`src/rtl/bit_scan_encoder.sv`:
```
// bit_scan_encoder: accepts a request vector and emits its set-bit indices as a
// stream of beats (strict one-hot, LSB-first or MSB-first scan), with error beats.
module bit_scan_encoder #(
    parameter int WIDTH = 16,
    parameter int OUT_W = 8
) (
    input  logic             clk,
    input  logic             rst,
    input  logic             in_valid,
    output logic             in_ready,
    input  logic [WIDTH-1:0] in_vec,
    input  logic [1:0]       in_mode,
    output logic             out_valid,
    input  logic             out_ready,
    output logic [OUT_W-1:0] out_idx,
    output logic             out_last,
    output logic             out_err,
    output logic [OUT_W:0]   out_cnt
);
    if (WIDTH < 2 || WIDTH > 256 || (64'd1 << OUT_W) <= 64'(WIDTH)) begin : g_bad_params
        $error("bit_scan_encoder: illegal WIDTH/OUT_W combination");
    end
    typedef enum logic {IDLE, SCAN} state_t;
    state_t           state_q, state_d;
    logic [WIDTH-1:0] vec_q, vec_d;
    logic [1:0]       mode_q, mode_d;
    logic [OUT_W:0]   cnt_q, cnt_d, pop;
    logic [OUT_W-1:0] idx;
    logic             scan, strict, err, single, last;
    always_comb begin
        pop = '0;
        for (int i = 0; i < WIDTH; i++) pop = pop + (OUT_W+1)'(in_vec[i]);
    end
    // MSB-first keeps the last hit of an ascending walk; otherwise the last of a descending one.
    always_comb begin
        idx = '0;
        if (mode_q == 2'b10) begin
            for (int i = 0; i < WIDTH; i++) if (vec_q[i]) idx = OUT_W'(i);
        end else begin
            for (int i = WIDTH - 1; i >= 0; i--) if (vec_q[i]) idx = OUT_W'(i);
        end
    end
    always_comb begin
        scan   = state_q == SCAN;
        strict = mode_q == 2'b00;
        err    = cnt_q == '0 || (strict && cnt_q != (OUT_W+1)'(1));
        single = (vec_q & (vec_q - WIDTH'(1))) == '0;
        last   = err || strict || single;
        state_d = state_q;
        vec_d   = vec_q;
        mode_d  = mode_q;
        cnt_d   = cnt_q;
        if (!scan && in_valid) begin
            state_d = SCAN;
            vec_d   = in_vec;
            mode_d  = in_mode;
            cnt_d   = pop;
        end else if (scan && out_ready) begin
            state_d = last ? IDLE : SCAN;
            vec_d   = last ? '0 : vec_q & ~(WIDTH'(1) << idx);
        end
    end
    always_ff @(posedge clk or posedge rst) begin
        if (rst) begin
            state_q <= IDLE;
            vec_q   <= '0;
            mode_q  <= '0;
            cnt_q   <= '0;
        end else begin
            state_q <= state_d;
            vec_q   <= vec_d;
            mode_q  <= mode_d;
            cnt_q   <= cnt_d;
        end
    end
    assign in_ready  = !scan;
    assign out_valid = scan;
    assign out_idx   = scan ? (err ? '1 : idx) : '0;
    assign out_last  = scan && last;
    assign out_err   = scan && err;
    assign out_cnt   = cnt_q;
endmodule

```
`config.mk`:
```
export PLATFORM = sky130hd
export DESIGN_NAME = bit_scan_encoder
export DESIGN_NICKNAME = d
export VERILOG_FILES = /design/src/rtl/bit_scan_encoder.sv
export SDC_FILE = /design/constraint.sdc
export NUM_CORES = 1
export LEC_CHECK = 0
export ABC_AREA = 1
export BUFFER_PORTS_ARGS = -buffer_cell sky130_fd_sc_hd__buf_2
export CORE_MARGIN = 1
export CORE_UTILIZATION = 56
export CTS_CLUSTER_DIAMETER = 80
export DETAILED_ROUTE_END_ITERATION = 10
export PLACE_DENSITY = 0.78
export SLEW_MARGIN = 20
export SYNTH_ARGS = -nofsm -noshare
export SYNTH_HDL_FRONTEND = slang
export SYNTH_SLANG_ARGS = --single-unit
```
`constraint.sdc`:
```
create_clock -name clk -period 2.4 [get_ports clk]
set_input_delay 0.48 -clock clk [delete_from_list [all_inputs] [get_ports clk]]
set_output_delay 0.48 -clock clk [all_outputs]
set_load 0.01 [all_outputs]
```
Yosys cells after proc, flatten, opt, wreduce, memory -nomap -nowiden --
Cells that the tools add are included.
Storage, ports and cells: output and inout port bits 21, logic and storage cells 79, register bits 28, input port bits 22
Operators by class: reductions and logical operators 13, bitwise logic cells 3, eq/ne operators 2, multiplexer cells 40, add/subtract/negate cells 16, shifts and indexed selects 1
Operators by type and width (count):
- 8-bit 2-to-1 mux | 32
- 9-bit by 1-bit adder with 9-bit output | 7
- 16-bit 2-to-1 mux | 3
- 16-bit AND | 2
- 16-bit zero test | 1
- 16-bit NOT | 1
- 1-bit by 8-bit << shifter with 16-bit output, first input constant | 1
- 16-bit by 1-bit subtractor with 16-bit output, second input constant | 1
- 8-bit by 1-bit adder with 9-bit output | 1
- 9-bit zero test | 1
- 9-bit by 1-bit != test with 1-bit output, second input constant | 1
- 7-bit by 1-bit adder with 8-bit output | 1
- 6-bit by 1-bit adder with 7-bit output | 1
- 5-bit by 1-bit adder with 6-bit output | 1
- 4-bit by 1-bit adder with 5-bit output | 1
- 1-bit logical AND | 5
- 3-bit by 1-bit adder with 4-bit output | 1
- 1-bit 2-to-1 mux | 4
- 4-bit 2-to-1 mux | 1
- 2-bit by 1-bit adder with 3-bit output | 1
- 1-bit logical OR | 3
- 1-bit by 1-bit adder with 2-bit output | 1
- 2-bit == test, second input constant | 1
- 2-bit zero test | 1
- 2 further kinds | 2

Depth between registers and ports, before layout --
Gate-level depths: netlist (run 1).
word-level depth 23, gate-level depth with buffers 18, depth with buffers taken out 18

Worst setup path before layout (run 1) --
No wires, ideal clock.
path type input-to-reg, start point input in_vec[0], end point register cnt_q[2], in the netlist out_cnt[2], path buffers 0, arrival time 3.407 ns, data required time 2.279 ns, cell stages on the path 12, library setup time 0.121 ns, slack -1.128 ns, cell sequence fa_1 > inv_1 > fa_1 > fa_1 > fa_1 > inv_1 > ha_1 > inv_1 > fa_1 > nor2_1 > nor2_1 > a22o_1
Between the ends: longest elaborated chain between the ends 15
RTL lines:
- start, declared | RTL line 11 | input logic [WIDTH-1:0] in_vec,
- 1-bit by 1-bit adder with 2-bit output | RTL line 32 | for (int i = 0; i < WIDTH; i++) pop = pop + (OUT_W+1)'(in_vec[i]);
- 2-bit by 1-bit adder with 3-bit output | RTL line 32
- 3-bit by 1-bit adder with 4-bit output | RTL line 32
- 4-bit by 1-bit adder with 5-bit output | RTL line 32
- 5-bit by 1-bit adder with 6-bit output | RTL line 32
- 6-bit by 1-bit adder with 7-bit output | RTL line 32
- 7-bit by 1-bit adder with 8-bit output | RTL line 32
- 8-bit by 1-bit adder with 9-bit output | RTL line 32
- 9-bit by 1-bit adder with 9-bit output (7 in a row) | RTL line 32
- end signal, assigned | RTL line 73 | cnt_q <= cnt_d;
- end, declared | RTL line 27 | logic [OUT_W:0] cnt_q, cnt_d, pop;
Every way passes these cells. A chain may end at the register's enable or synchronous reset.

Final worst setup path (run 1) --
Ends and elaborated chain as after synthesis.

==> impl_metrics.ini, run 1 <==
[outcome]
outcome = finished with violations
violations = negative setup slack

[timing]
skew_ns = 0.004105
min_period_ns = 3.323
tightest_slew_ns = 0.5142
final_max_slew_viol_count = 0
slew_headroom_pct = 65.64
hold_viol = 0
max_freq_mhz = 300.9
min_period_over_period_pct = 138.5
fin_ws_ns = -0.9234
setup_viol = 7
rsz0062_at_grt = yes

[place]
io_buffers = 38
globalplace.congestion = 0.9797
place_area_mm2 = 0.002648
dp_cells = 434
dp_slack_ns = -1.285
dp_hpwl_um = 5160

[clock_network]
cts_buffer_depth = 2
path_clk_slew_ns = 0.09
clk_latency_ns = 0.27
cts_root_buf = clkbuf_8
cts_hold_buf = 0
cts_made_buffers = 3
ctsHtreeMaxLevel = 1
cts_tree = built
clock_sinks = 24

[yosys]
seq_area_frac_synth_pct = 26.06
synth_ff_type = dfrtp_1
postSynthAreaPerCell_um2 = 6.819
syn_area_mm2 = 0.002305
yosys-top-cells-area = dfrtp_1 26%, nand2_1 14%, inv_1 11%
yosysWarnings = 0
synth.top_cell.area_share_pct = 26.06
synth_edf_count = 0
post_synth_num_cell_types = 34
synth_top_area_cell = dfrtp_1
syn_inst = 338
postSynth.asyncResetShare_pct = 100.0
ys_seq_elements = 24

[power_and_ir_drop]
powerDensity_mw_per_mm2 = 1470
p_comb_share_pct = 73.2
clkPwrFrac_pct = 9.0
p_seq_share_pct = 17.7
intPower_w = 0.001881
switchingPower_w = 0.002240
netSwitchingFraction_pct = 54.35
leakage_nw = 1.522
vdd_drop_max_uv = 857.6
power_w = 0.004120

[worst_hold_path]
hold_path.class = in2async

[worst_setup_path]
cp.buffers_inverters = 4
worstPathArrival_ns = 3.49
cp-start-kind = input port
slowest_stage = fa_1
crit_fanout = 2
cp_common_cell = fa_1
cp-end-kind = flip-flop
crit_type = in2reg
cp_top_family = adder cells
cp_slowest_stage_delay_ns = 0.55
crit_required_ns = 2.57
crit_chain = buf_6, fa_1, inv_1, fa_1, fa_1, fa_1, inv_2, ha_4, inv_2, fa_2, nor2_4, nor2_1, a22o_1

[cells_and_area]
final_cell_mix = 84 x nand2_1, 60 x inv_1, 35 x buf_2
final_area_mm2 = 0.002803
final_cells = 441
final_util_pct = 73.78
layout_commonest_cell = nand2_1
area_growth_pct = 21.61
layout.nets = 431
num_antenna_cells = 0
layout-drive-gt1-share_pct = 25.95

[global_route]
grt_first_pass_wirelength_um = 10700
grtUsageTotal_pct = 32.84
grt_max_degree = 25
grt_remaining_overflow = 0
grt_pass1_vias = 2298
antenna_found_initial = 0

[die]
initial_core_util_pct = 60.67
die_h_um = 66.15
die_w_um = 66.15
rows = 22
fp.coreArea_mm2 = 0.003799
die-area_mm2 = 0.004376
ioPinCount = 43

[routing]
wl_um = 6422
first_pass_iters = 5
drtIter0Drc = 213
ant_nets = 0
drc = 0
via_per_inst = 5.508
vias = 2429
wl_per_cell_um = 14.56

[job]
drv_cap = 0
worst min-delay path: cells and delay by family:
family	cells	cell delay (ns)
buf+inv	3	0.46
cells by family after synthesis:
family	Yosys count	synth area share (%)
simple gates	155	32.36
buf+inv	83	14.82
compound gates	59	14.82
flops	24	26.06
fa+ha+maj	15	11.40
xor+xnor	1	0.3801
other cells	1	0.1627
power groups by stage:
stage	clock (W)	sequential, W	combinational (W)
global route	0.000386	0.000748	0.00335
detailed placement	0	0.000728	0.00282
finish	0.000372	0.000730	0.00302
floorplan	0	0.000714	0.00198
global placement	0	0.000720	0.00274
CTS	0.000369	0.000721	0.00292
cell type report:
| type | instances | area (um^2) |
|---|---|---|
| sequential | 24 | 600.6 |
| clock inverter | 1 | 30.03 |
| clock buffer | 3 | 41.29 |
| inverter | 72 | 270.3 |
| fill | 321 | 996.0 |
| timing repair buffer | 59 | 370.4 |
| tap | 48 | 60.06 |
| multi-input combinational | 234 | 1430 |
what timing repair did:
item,in CTS,in global routing
buffers inserted,3,0
setup endpoints to repair,7,14
gates resized for setup,8,12
pin swaps,6,7
sequential cells by signal, indices dropped and copies added, names as in the netlist:
name,flops
vec_q,16
mode_q,2
out_valid,1
out_cnt,5
cell usage after synthesis, types with 5 or more instances:
cell type and n:
o21ai_0 18, buf_4 8, a21oi_1 12, dfrtp_1 24, nand2_1 88, o22ai_1 8, o21bai_1 8, o21ai_1 6
nand4_1 22, fa_1 10, nor2_1 28, inv_1 66, ha_1 5
per-layer routing:
| metal | vias up | global-route usage [%] | part of all wire [%] |
|---|---|---|---|
| li1 | 1177 | - | - |
| met1 | 1155 | 45.87 | 44 |
| met2 | 90 | 54.59 | 48 |
| met3 | 7 | 2.759 | 6.2 |
| met4 | 0 | 8.777 | 1.5 |
| met5 | - | 0 | 0 |
path summary, 6_finish.rpt:
path	from	to	slack [ns]	depth (start not counted)
max	in_vec[0]	out_cnt[2]$_DFFE_PP0P_	-0.92	13
min	rst	vec_q[1]$_DFFE_PP0P_	0.25	3
max reg2reg	vec_q[2]$_DFFE_PP0P_	vec_q[1]$_DFFE_PP0P_	0.35	18
min reg2reg	out_cnt[1]$_DFFE_PP0P_	out_cnt[1]$_DFFE_PP0P_	0.52	2
max in group asynchronous	rst	vec_q[6]$_DFFE_PP0P_	1.90	3
min in group clk	in_mode[0]	mode_q[0]$_DFFE_PP0P_	0.41	3
stage by stage:
step	hold WS, ns	setup TNS (ns)
after detailed placement	0.5023	-5.543
after global routing	0.3022	-4.749
after CTS	0.2688	-4.071
after global placement	0.4785	-5.136
after floorplan	0.4865	-4.228
final	0.2520	-4.055
(Power assumes the default switching activity.)
==> run 2, diff against run 1 <==
--- a/config.mk
+++ b/config.mk
@@ -5,13 +5,12 @@
 export SDC_FILE = /design/constraint.sdc
 export NUM_CORES = 1
 export LEC_CHECK = 0
-export ABC_AREA = 1
 export BUFFER_PORTS_ARGS = -buffer_cell sky130_fd_sc_hd__buf_2
 export CORE_MARGIN = 1
-export CORE_UTILIZATION = 56
+export CORE_UTILIZATION = 57
 export CTS_CLUSTER_DIAMETER = 80
 export DETAILED_ROUTE_END_ITERATION = 10
-export PLACE_DENSITY = 0.78
+export PLACE_DENSITY = 0.79
 export SLEW_MARGIN = 20
 export SYNTH_ARGS = -nofsm -noshare
 export SYNTH_HDL_FRONTEND = slang
==> impl_metrics.ini, run 2 <==
[global_route]
antenna_found_initial = 0
grtUsageTotal_pct = 34.22
grt_first_pass_wirelength_um = 11720
grt_remaining_overflow = 0
grt_max_degree = 31
grt_pass1_vias = 2493

[routing]
wl_per_cell_um = 17.75
first_pass_iters = 11
ant_nets = 0
via_per_inst = 6.448
vias = 2766
drtIter0Drc = 307
drc = 1
wl_um = 7616

[cells_and_area]
num_antenna_cells = 0
final_area_mm2 = 0.003239
layout_commonest_cell = buf_4
layout.nets = 418
area_growth_pct = 30.04
regMostFlops = vec_q
final_util_pct = 79.27
fillers = 278
final_cell_mix = 53 x buf_4, 35 x nand2_1, 34 x buf_2
largest_reg_flops = 16
layout-drive-gt1-share_pct = 37.47
register_area_um2 = 600.6
multi_input_area_mm2 = 0.001702

[clock_network]
cts_buffer_depth = 2
cts_made_buffers = 3
ctsHtreeMaxLevel = 1
cts_root_buf = clkbuf_8
path_clk_slew_ns = 0.09
clock_sinks = 24
clk_latency_ns = 0.27
cts_hold_buf = 0
cts_tree = built

[yosys]
postSynth.asyncResetShare_pct = 100.0
synth_top_area_cell = dfrtp_1
synth_common_cells = 36 x nand2_1, 30 x inv_1, 24 x dfrtp_1
synthSimpleGateAreaFrac_pct = 18.73
synth_mux_area_share_pct = 5.224
syn_inst = 314
synth.top_cell.area_share_pct = 24.11
postSynthAreaPerCell_um2 = 7.934
seq_area_frac_synth_pct = 24.11
syn_area_mm2 = 0.002491
synthAdderAreaFrac_pct = 10.55
yosysWarnings = 0
yosysMostFrequentCell = nand2_1
yosys-top-cells-area = dfrtp_1 24%, fa_1 8.0%, nand2_1 5.4%
synth_ff_type = dfrtp_1
synth_compound_area_share_pct = 28.13
post_synth_xor_area_fraction_pct = 0.3516
synth_top_family_by_area = compound AO/OA/AOI/OAI gates
ys_seq_elements = 24
post_synth_num_cell_types = 54
synth_edf_count = 0

[timing]
max_freq_mhz = 305.0
skew_ns = 0.001605
slew_headroom_pct = 65.42
fin_ws_ns = -0.8791
final_max_slew_viol_count = 0
fin_hold_ws_ns = 0.2484
min_period_over_period_pct = 136.6
hold_viol = 0
min_period_ns = 3.279
tightest_slew_ns = 0.5177
setup_viol = 8
rsz0062_at_grt = yes

[die]
rows = 23
die_w_um = 68.11
fp.coreArea_mm2 = 0.004086
die_h_um = 68.11
die-area_mm2 = 0.004639
ioPinCount = 43
initial_core_util_pct = 60.96

[worst_setup_path]
cp-start-kind = input port
worstPathArrival_ns = 3.48
reg2reg_depth = 8
reg2reg_slack_ns = 0.04
r2r-end = vec_q[11]$_DFFE_PP0P_
crit_chain = buf_8, fa_1, fa_1, inv_2, fa_2, fa_1, inv_2, ha_4, inv_2, fa_2, nor2b_2, o21ai_1, o21ai_1
cp.buffers_inverters = 4
cp_top_family = adder cells
slowest_stage = fa_1
cp_slowest_stage_delay_ns = 0.53
r2r-start = mode_q[0]$_DFFE_PP0P_
crit_fanout = 2
crit_required_ns = 2.60
cp-end-kind = flip-flop
crit_type = in2reg

[power_and_ir_drop]
leakage_nw = 1.508
power_w = 0.005869
vdd_drop_max_uv = 1019
powerDensity_mw_per_mm2 = 1812

[place]
io_buffers = 38
dp_slack_ns = -1.209
place_area_mm2 = 0.003024
globalplace.congestion = 0.9676
dp_hpwl_um = 5445

[outcome]
outcome = finished with violations
violations = design-rule violations, negative setup slack

[worst_hold_path]
hold_path.class = in2async

[job]
drv_cap = 0
[run 2: final cells by class]
cell class | instances | area share (%)
Clock buffer | 3 | 1.275
Inverter | 31 | 3.592
Multi-Input combinational cell | 223 | 52.53
Sequential cell | 24 | 18.54
Tap cell | 50 | 1.931
Timing Repair Buffer | 98 | 22.13
[run 2: report_power, final]
| part | internal, W | switching, W |
|---|---|---|
| combinational | 0.00221 | 0.00263 |
| sequential | 0.000591 | 0.000187 |
| clock | 0.000113 | 0.000138 |
[run 2: worst max-delay path by stage]
stage	startpoint	endpoint	slack, ns	cells past startpoint
final	in_vec[11]	out_cnt[4]$_DFFE_PP0P_	-0.88	13
after global routing	in_vec[11]	out_cnt[4]$_DFFE_PP0P_	-0.99	13
after CTS	in_vec[0]	out_cnt[4]$_DFFE_PP0P_	-0.88	13
after detailed placement	in_vec[0]	out_cnt[3]$_DFFE_PP0P_	-1.21	12
after global placement	in_vec[0]	out_cnt[4]$_DFFE_PP0P_	-1.19	13
after floorplan	in_vec[0]	out_cnt[3]$_DFFE_PP0P_	-1.01	11
[run 2: cells by family (layout without fill, tap and decap cells)]
logic type,after synthesis,after routing
DFF,24,24
other,1,4
and+or+nand+nor,94,94
xor gates and xnor gates,1,1
adders and majority gates,15,15
muxes,13,13
AOI/OAI and AO/OA,96,96
buffers and inverters,70,132
[run 2: layer usage]
layer	GRT usage (%)	vias to the layer above	share of wire (%)
met5	0	-	0
met4	11.46	0	2.8
met3	3.500	29	7.9
met2	56.99	172	48
met1	46.00	1320	41
li1	-	1245	-
[run 2: worst register-to-register path: stages (launching register included)]
cell	delay, ns
dfrtp_1	0.38
or4b_4	0.56
or3_4	0.34
a22oi_2	0.21
nor2_2	0.08
buf_6	0.13
buf_6	0.11
a211o_1	0.22
a31o_2	0.22
[run 2: timing repair]
item                                    in CTS  in global routing
gates resized for setup                     27                 10
endpoints found under the setup margin      15                 20
pin swaps                                   21                  7
buffers inserted                             1                  2
[run 2: stage by stage]
stage / setup TNS [ns] / cells
after floorplan: -4.340 / 317
after global placement: -5.409 / 423
after detailed placement: -5.448 / 423
after CTS: -4.341 / 427
after global routing: -5.630 / 429
final: -4.450 / 429
